`src/rtl/mvm_rect_sat.sv`:
```
// mvm_rect_sat: P-lane signed M x N matrix-vector multiplier with saturated output and sticky clip flag.
// Define MVM_RELU_EN to clamp negative results to zero after saturation.
module mvm_rect_sat #(
    parameter int M = 4,
    parameter int N = 3,
    parameter int P = 2,
    parameter int IN_WIDTH = 8,
    parameter int OUT_WIDTH = 2*IN_WIDTH
) (
    input  logic                        clk,
    input  logic                        reset,
    input  logic                        startMatrix,
    input  logic                        startVector,
    input  logic                        start,
    input  logic signed [IN_WIDTH-1:0]  data_in,
    output logic                        done,
    output logic                        out_valid,
    output logic signed [OUT_WIDTH-1:0] data_out,
    output logic                        busy,
    output logic                        sat
);
    localparam int ACC = 2*IN_WIDTH + $clog2(N);
    localparam int PW = 2*IN_WIDTH;
    localparam int W = ACC > OUT_WIDTH ? ACC : OUT_WIDTH;
    localparam int Q = M/P;
    localparam int AW = M*N > 1 ? $clog2(M*N) : 1;
    localparam int XW = N > 1 ? $clog2(N) : 1;
    localparam int YW = M > 1 ? $clog2(M) : 1;
    localparam int QW = Q > 1 ? $clog2(Q) : 1;
    localparam int OCW = $clog2(M+2);
    localparam logic signed [W-1:0] SMAX = {{(W-OUT_WIDTH+1){1'b0}}, {(OUT_WIDTH-1){1'b1}}};
    localparam logic signed [W-1:0] SMIN = ~SMAX;

    if (M % P != 0) begin : g_bad_lanes
        $error("mvm_rect_sat: M must be a multiple of P");
    end

    typedef enum logic [2:0] {IDLE, LOAD_A, LOAD_X, COMPUTE, OUTPUT} state_t;
    state_t state;

    logic signed [IN_WIDTH-1:0]  a [M*N];
    logic signed [IN_WIDTH-1:0]  x [N];
    logic signed [OUT_WIDTH-1:0] y [M];
    logic signed [ACC-1:0]       acc [P];
    logic signed [ACC-1:0]       nxt [P];
    logic signed [PW-1:0]        prod [P];
    logic signed [OUT_WIDTH-1:0] yv [P];
    logic [P-1:0]                clip;
    logic [AW-1:0]               cnt;
    logic [XW-1:0]               col;
    logic [QW-1:0]               pass;
    logic [OCW-1:0]              ocnt;

    assign busy = state != IDLE;

    always_comb begin
        clip = '0;
        for (int l = 0; l < P; l++) begin
            prod[l] = PW'(a[AW'((int'(pass)*P + l)*N + int'(col))]) * PW'(x[col]);
            nxt[l] = acc[l] + ACC'(prod[l]);
`ifdef MVM_RELU_EN
            clip[l] = W'(nxt[l]) > SMAX;
            yv[l] = clip[l] ? SMAX[OUT_WIDTH-1:0] : nxt[l][ACC-1] ? '0 : OUT_WIDTH'(nxt[l]);
`else
            clip[l] = W'(nxt[l]) > SMAX || W'(nxt[l]) < SMIN;
            yv[l] = W'(nxt[l]) > SMAX ? SMAX[OUT_WIDTH-1:0] : W'(nxt[l]) < SMIN ? SMIN[OUT_WIDTH-1:0] : OUT_WIDTH'(nxt[l]);
`endif
        end
    end

    always_ff @(posedge clk) begin
        if (!reset) begin
            state <= IDLE;
            a <= '{default: '0};
            x <= '{default: '0};
            y <= '{default: '0};
            acc <= '{default: '0};
            cnt <= '0;
            col <= '0;
            pass <= '0;
            ocnt <= '0;
            done <= 1'b0;
            out_valid <= 1'b0;
            sat <= 1'b0;
            data_out <= '0;
        end else begin
            case (state)
                IDLE: begin
                    cnt <= '0;
                    col <= '0;
                    pass <= '0;
                    ocnt <= '0;
                    acc <= '{default: '0};
                    state <= startMatrix ? LOAD_A : startVector ? LOAD_X : start ? COMPUTE : IDLE;
                    if (!startMatrix && !startVector && start) sat <= 1'b0;
                end
                LOAD_A: begin
                    a[cnt] <= data_in;
                    cnt <= cnt + 1'b1;
                    if (cnt == AW'(M*N-1)) state <= IDLE;
                end
                LOAD_X: begin
                    x[XW'(cnt)] <= data_in;
                    cnt <= cnt + 1'b1;
                    if (cnt == AW'(N-1)) state <= IDLE;
                end
                COMPUTE: begin
                    col <= col + 1'b1;
                    acc <= nxt;
                    // last column of a pass: retire all lanes and start the next row group
                    if (col == XW'(N-1)) begin
                        col <= '0;
                        acc <= '{default: '0};
                        for (int l = 0; l < P; l++) y[YW'(int'(pass)*P + l)] <= yv[l];
                        sat <= sat | (|clip);
                        pass <= pass + 1'b1;
                        if (pass == QW'(Q-1)) state <= OUTPUT;
                    end
                end
                OUTPUT: begin
                    ocnt <= ocnt + 1'b1;
                    done <= ocnt == '0;
                    out_valid <= ocnt != '0 && ocnt <= OCW'(M);
                    if (ocnt != '0 && ocnt <= OCW'(M)) data_out <= y[YW'(ocnt - 1'b1)];
                    if (ocnt == OCW'(M+1)) state <= IDLE;
                end
                default: state <= IDLE;
            endcase
        end
    end
endmodule

```
`config.mk`:
```
export PLATFORM = sky130hd
export DESIGN_NAME = mvm_rect_sat
export DESIGN_NICKNAME = d
export VERILOG_FILES = /design/src/rtl/mvm_rect_sat.sv
export SDC_FILE = /design/constraint.sdc
export NUM_CORES = 1
export LEC_CHECK = 0
export ABC_AREA = 1
export BUFFER_PORTS_ARGS = -buffer_cell sky130_fd_sc_hd__buf_2
export CAP_MARGIN = 20
export CORE_MARGIN = 2
export CORE_UTILIZATION = 60
export CTS_CLUSTER_DIAMETER = 40
export CTS_CLUSTER_SIZE = 40
export DETAILED_ROUTE_END_ITERATION = 12
export HOLD_SLACK_MARGIN = 0.03
export PLACE_DENSITY = 0.77
export SLEW_MARGIN = 10
export SYNTH_ARGS = -nofsm -noshare
export SYNTH_HDL_FRONTEND = slang
export SYNTH_SLANG_ARGS = --single-unit
```
`constraint.sdc`:
```
create_clock -name clk -period 20.7 [get_ports clk]
set_clock_uncertainty 0.05 [all_clocks]
set_input_delay 4.14 -clock clk [delete_from_list [all_inputs] [get_ports clk]]
set_output_delay 4.14 -clock clk [all_outputs]
set_load 0.02 [all_outputs]
```
==> results of run 1 <==
[cell usage in the layout (no fill, tap or decap), types with 10 or more instances in the layout]
cell | synthesis | routed
a21oi_1 | 190 | 190
a21oi_2 | 20 | 20
buf_2 | 39 | 32
buf_4 | 5 | 10
clkbuf_16 | 0 | 41
dfxtp_1 | 220 | 219
fa_1 | 161 | 161
ha_1 | 98 | 98
inv_1 | 318 | 318
inv_2 | 23 | 24
nand2_1 | 379 | 379
nand2_2 | 19 | 19
nand3_1 | 63 | 63
nand3_2 | 12 | 12
nor2_1 | 338 | 337
nor2_2 | 12 | 13
nor3_1 | 15 | 14
o21ai_0 | 229 | 229
o21ai_1 | 15 | 15
o221ai_1 | 12 | 12
xnor2_1 | 15 | 15
[how the worst max path moves through the flow]
stage / start / end / slack (ps) / depth (start not counted)
2_1_floorplan: pass / y[46] / 13450 / 30
3_3_place_gp: pass / sat / 12430 / 32
4_1_cts: pass / y[38] / 12160 / 29
3_5_place_dp: pass / y[38] / 12200 / 29
5_1_grt: pass / sat / 11410 / 32
6_report: pass / sat / 12060 / 32
[per-layer routing]
layer | vias to the layer above | track usage | wire (µm)
met1 | 7352 | 0.406 | 19800
met5 | - | 0 | 0
li1 | 7367 | - | -
met4 | 0 | 0.147 | 2110
met3 | 140 | 0.0488 | 2880
met2 | 556 | 0.543 | 23100
[sequential cells by signal, indices dropped and copies added (netlist names), 2 cells and up]
name / flops
state: 3
y: 32
a: 96
cnt: 4
col: 2
x: 24
data_out: 16
acc: 36
ocnt: 3
[tightest hold or removal path, cell delays in order, from the launching register on]
cell     delay [ps]
dfxtp_1         290
inv_1            60
a21oi_1          60
[area by class of cell]
type                            instances  area (µm²)  area share
Clock inverter                         19         199      0.0105
Multi-Input combinational cell       1665       11300       0.593
Inverter                              347        1310      0.0689
Clock buffer                           53        1100      0.0580
Tap cell                              384         480      0.0253
Sequential cell                       220        4410       0.232
Timing Repair Buffer                   42         235      0.0124
[cells by family after synthesis]
logic type               after synthesis  synth area share
AND/OR/NAND/NOR                      868             0.213
AO/OA/AOI/OAI                        514             0.165
buffers and inverters                448             0.102
adder cells (fa/ha/maj)              259             0.255
flip-flops                           220             0.253
XOR/XNOR                              24            0.0121
[power by group through the flow]
stage	Sequential, mW	Clock [mW]	Combinational [mW]
floorplan	0.454	0	0.297
global placement	0.462	0	0.387
detailed placement	0.462	0	0.396
CTS	0.455	0.645	0.399
global route	0.456	0.664	0.448
finish	0.455	0.639	0.405
==> flow_metrics.py, run 1 <==
metrics = {
    "logic_synthesis": {
        "synth_top_area_frac": 0.253,
        "yosysMostFrequentCell": "nand2_1",
        "yosysSeqAreaShare": 0.253,
        "synthArstFlopShare": 0,
        "synth_edf_count": 0,
        "yosys-top-cells-count": "379 x nand2_1, 338 x nor2_1, 318 x inv_1, 229 x o21ai_0, 220 x dfxtp_1",
        "ys_seq_elements": 220,
        "syn_avg_cell_area_um2": 7.47,
        "synth.area.top_cells": "dfxtp_1 25%, fa_1 18%, nand2_1 8.2%, nor2_1 7.3%, ha_1 7.0%",
        "yosysWarnings": 0,
        "synth_cell_type_count": 49,
        "synth_top_cell_by_area": "dfxtp_1",
        "netlist_area_mm2": 0.0174,
        "synth_ff_type": "dfxtp_1",
        "syn_inst": 2333,
        "syn-num-nets": 2605,
    },
    "flow_run": {
        "drv_cap": 0,
    },
    "clock_tree": {
        "insertion_delay_ps": 540,
        "clockBufferDepth": 3,
        "cts_tree": "yes",
        "cts-resized-gates": 0,
        "cts_root_buffer": "clkbuf_16",
        "cts-buffers-inserted": 41,
        "htreeDepth": 2,
        "cts_post_setup_buffers_inserted": 0,
        "cts.sinks": 220,
        "clkTransAtPathRegs_ps": 50,
        "holdBufCountCts": 0,
    },
    "floorplanning": {
        "start_util": 0.609,
        "placementRows": 62,
        "ios": 33,
        "dieArea_mm2": 0.0304,
        "die_x_um": 174,
        "core_mm2": 0.0286,
        "die_y_um": 174,
    },
    "placement": {
        "dpl.cell_count": 2658,
        "hpwlAfterDp_mm": 35.3,
        "gp_congestion": 0.962,
        "post-place-ws_ps": 12200,
        "place_area_mm2": 0.0177,
        "port_buffers": 32,
    },
    "hold_path": {
        "min_path_cells": 2,
        "min_from": "x[5]",
        "min_to": "x[5]",
        "hold_path.class": "reg -> reg",
    },
    "worst_setup_path": {
        "cp_slowest_cell": "nor2_1",
        "required_ps": 21040,
        "r2r_cells": 32,
        "r2r-start": "pass",
        "worstSetupStartpointType": "register",
        "crit_top_cell": "inv_1",
        "crit_arrival_ps": 8980,
        "ff2ff_setup_slack_ps": 12060,
        "r2r_end": "sat",
        "crit_type": "reg -> reg",
        "cpLargestDelayFamily": "adder cells",
        "cp_num_buf_inv": 8,
        "slowest_delay_ps": 830,
        "path_max_fanout": 36,
        "end_kind": "register",
    },
    "timing": {
        "setup_tns_ps": 0,
        "layout_min_cycle_time_ps": 8640,
        "worst_slack_ps": 12060,
        "fmax_mhz": 116,
        "period_share": 0.417,
        "finalSetupViolCount": 0,
        "final_max_slew_viol_count": 0,
        "maxSlewHeadroom": 0.285,
        "hold_viol": 0,
        "grt_setup_unrepaired": "false",
        "holdWs_ps": 406,
        "tightest_slew_ps": 1070,
    },
    "pwr": {
        "internal_power_uw": 966,
        "peakVddDrop_mv": 0.0845,
        "p_seq_frac": 0.304,
        "power_mw": 1.50,
        "p_per_area_mw_per_mm2": 78.9,
        "netSwitchingPower_uw": 533,
        "power_leakage_nw": 8.96,
        "p_sw_frac": 0.355,
        "p_clk_frac": 0.427,
        "power_frac_comb": 0.270,
    },
    "final_layout": {
        "final_cells": 2730,
        "num_antenna_cells": 0,
        "fin_nets": 2589,
        "final_core_util": 0.664,
        "fillers": 2365,
        "drive_above_1_share": 0.0951,
        "final_cell_area_mm2": 0.0190,
        "syn_to_final_growth_pct": 8.98,
    },
    "grt": {
        "grt_pass1_vias": 15203,
        "grt_usage": 0.321,
        "antenna_found_initial": 0,
        "grt_max_degree": 108,
        "grt_pass1_wl_mm": 78.1,
        "overflow": 0,
    },
    "drt": {
        "drt_wl_total_mm": 47.8,
        "ant_nets": 0,
        "drt_iter0_markers": 1436,
        "first_pass_iters": 6,
        "wire_per_inst_um": 17.5,
        "drc": 0,
        "vias": 15415,
        "via_per_inst": 5.65,
    },
    "outcome": {
        "run_status": "finished, final reports clean",
    },
}
(Power assumes the default switching activity.)
==> inputs of run 2 (changes only) <==
- CORE_UTILIZATION: 60 -> 59
- PLACE_DENSITY: 0.77 -> 0.79
- clock period: 20.7 -> 7.32 ns (I/O delays scaled with it)
==> flow_metrics.py, run 2 (synthesized netlist as in run 1, its figures left out) <==
metrics = {
    "floorplanning": {
        "dieArea_mm2": 0.0309,
        "ios": 33,
        "die_y_um": 176,
        "core_mm2": 0.0289,
        "die_x_um": 176,
        "start_util": 0.604,
        "placementRows": 62,
    },
    "grt": {
        "antenna_found_initial": 0,
        "grt_max_degree": 134,
        "grt_pass1_wl_mm": 79.0,
        "top_usage_layer": "met2",
        "grt_pass1_vias": 15081,
        "met2_usage": 0.528,
        "grt_usage": 0.321,
        "overflow": 0,
        "met1_usage": 0.420,
        "met3_usage": 0.0463,
    },
    "timing": {
        "hold_viol": 0,
        "setup_tns_ps": 0,
        "fmax_mhz": 142,
        "tightest_slew_ps": 1010,
        "period_share": 0.963,
        "layout_min_cycle_time_ps": 7050,
        "maxSlewHeadroom": 0.330,
        "grt_setup_unrepaired": "false",
        "worst_slack_ps": 272,
        "final_max_slew_viol_count": 0,
        "finalSetupViolCount": 0,
    },
    "drt": {
        "wire_per_inst_um": 17.6,
        "drt_wl_total_mm": 48.3,
        "drc": 0,
        "ant_nets": 0,
        "first_pass_iters": 6,
        "via_per_inst": 5.59,
        "vias": 15337,
        "drt_iter0_markers": 1293,
    },
    "final_layout": {
        "reg_top3": "a (96), acc (36), y (32)",
        "largest_register_ffs": 96,
        "final_cells": 2745,
        "syn_to_final_growth_pct": 10.3,
        "final_cell_area_mm2": 0.0192,
        "final_core_util": 0.666,
        "final_cell_mix": "376 x nand2_1, 335 x nor2_1, 318 x inv_1",
        "num_antenna_cells": 0,
        "drive_above_1_share": 0.108,
        "fin_nets": 2605,
        "layout_commonest_cell": "nand2_1",
        "fillers": 2468,
        "regMostFlops": "a",
    },
    "placement": {
        "port_buffers": 32,
        "hpwlAfterDp_mm": 35.6,
        "dpl.cell_count": 2675,
        "gp_congestion": 0.927,
        "place_area_mm2": 0.0178,
        "post-place-ws_ps": 104,
    },
    "worst_setup_path": {
        "r2r_cells": 29,
        "ff2ff_setup_slack_ps": 270,
        "required_ps": 7650,
        "r2r_end": "sat",
        "path_max_fanout": 12,
        "worstSetupStartpointType": "register",
        "end_kind": "register",
        "cp_slowest_cell": "o311ai_1",
        "critPathLaunch": "col[1]",
        "r2r-start": "col[1]",
        "cp-endpoint": "sat",
        "crit_type": "reg -> reg",
        "crit_arrival_ps": 7380,
        "slowest_delay_ps": 600,
    },
    "clock_tree": {
        "cts_tree": "yes",
        "cts.sinks": 220,
        "cts_root_buffer": "clkbuf_16",
        "clockBufferDepth": 3,
        "htreeDepth": 2,
        "clkTransAtPathRegs_ps": 50,
        "cts-buffers-inserted": 38,
        "insertion_delay_ps": 520,
    },
    "hold_path": {
        "hold_path.class": "reg -> reg",
    },
    "pwr": {
        "peakVddDrop_mv": 0.287,
        "p_per_area_mw_per_mm2": 224,
        "power_leakage_nw": 9.08,
    },
    "flow_run": {
        "drv_cap": 0,
    },
    "outcome": {
        "run_status": "finished, final reports clean",
    },
}
[run 2: changes by cell type in the layout (fill, tap and decap cells not counted), moves of 3 or more]
cell      change
inv_6         +3
clkbuf_1      -8
buf_4        +17
nand2_1       -3
[run 2: repair_timing]
item | in CTS | in global routing
setup buffers | 0 | 1
setup endpoints to repair | 1 | 37
gates resized for setup | 1 | 13
pin swaps | 0 | 1
hold buffers | 0 | 0
[run 2: worst min-delay path by stage]
stage / from / end / cells after the start
finish: x[3] / x[3] / 2
global route: x[5] / x[5] / 2
CTS: x[2] / x[2] / 2
detailed placement: x[2] / x[2] / 2
global placement: x[4] / x[4] / 2
floorplan: x[0] / x[0] / 2
[run 2: final cells by class]
type / count / area (µm²) / share of cell area
tap: 384 / 480 / 0.0250
timing repair buffer: 61 / 402 / 0.0209
clock inverter: 23 / 263 / 0.0137
clock buffer: 45 / 1060 / 0.0551
sequential: 220 / 4410 / 0.230
inverter: 347 / 1310 / 0.0681
multi-input combinational: 1665 / 11300 / 0.588
[run 2: metal layers]
metal / vias up / part of all wire
met3: 135 / 0.064
met1: 7251 / 0.41
met4: 0 / 0.051
met5: - / 0
li1: 7412 / -
met2: 539 / 0.47
[run 2: report_power, final]
group          internal, mW  switching, mW  leakage (nW)  total (mW)
clock                  1.19          0.666         0.649        1.85
combinational         0.343          0.838          6.66        1.18
sequential             1.24         0.0370          1.78        1.27
[run 2: worst max-delay path, delay by kind of cell, from the launching register on]
family	cells	cell delay, ps
AOI/OAI and AO/OA	5	1120
adders and majority gates	7	3320
buffers and inverters	7	700
and+or+nand+nor	10	1310
DFF	1	390
[run 2: metrics by stage]
stage / hold WS, ps / total power [mW]
after global routing: 421 / 4.50
after floorplan: 380 / 2.12
after global placement: 390 / 2.42
after detailed placement: 398 / 2.44
final: 404 / 4.31
after CTS: 406 / 4.30
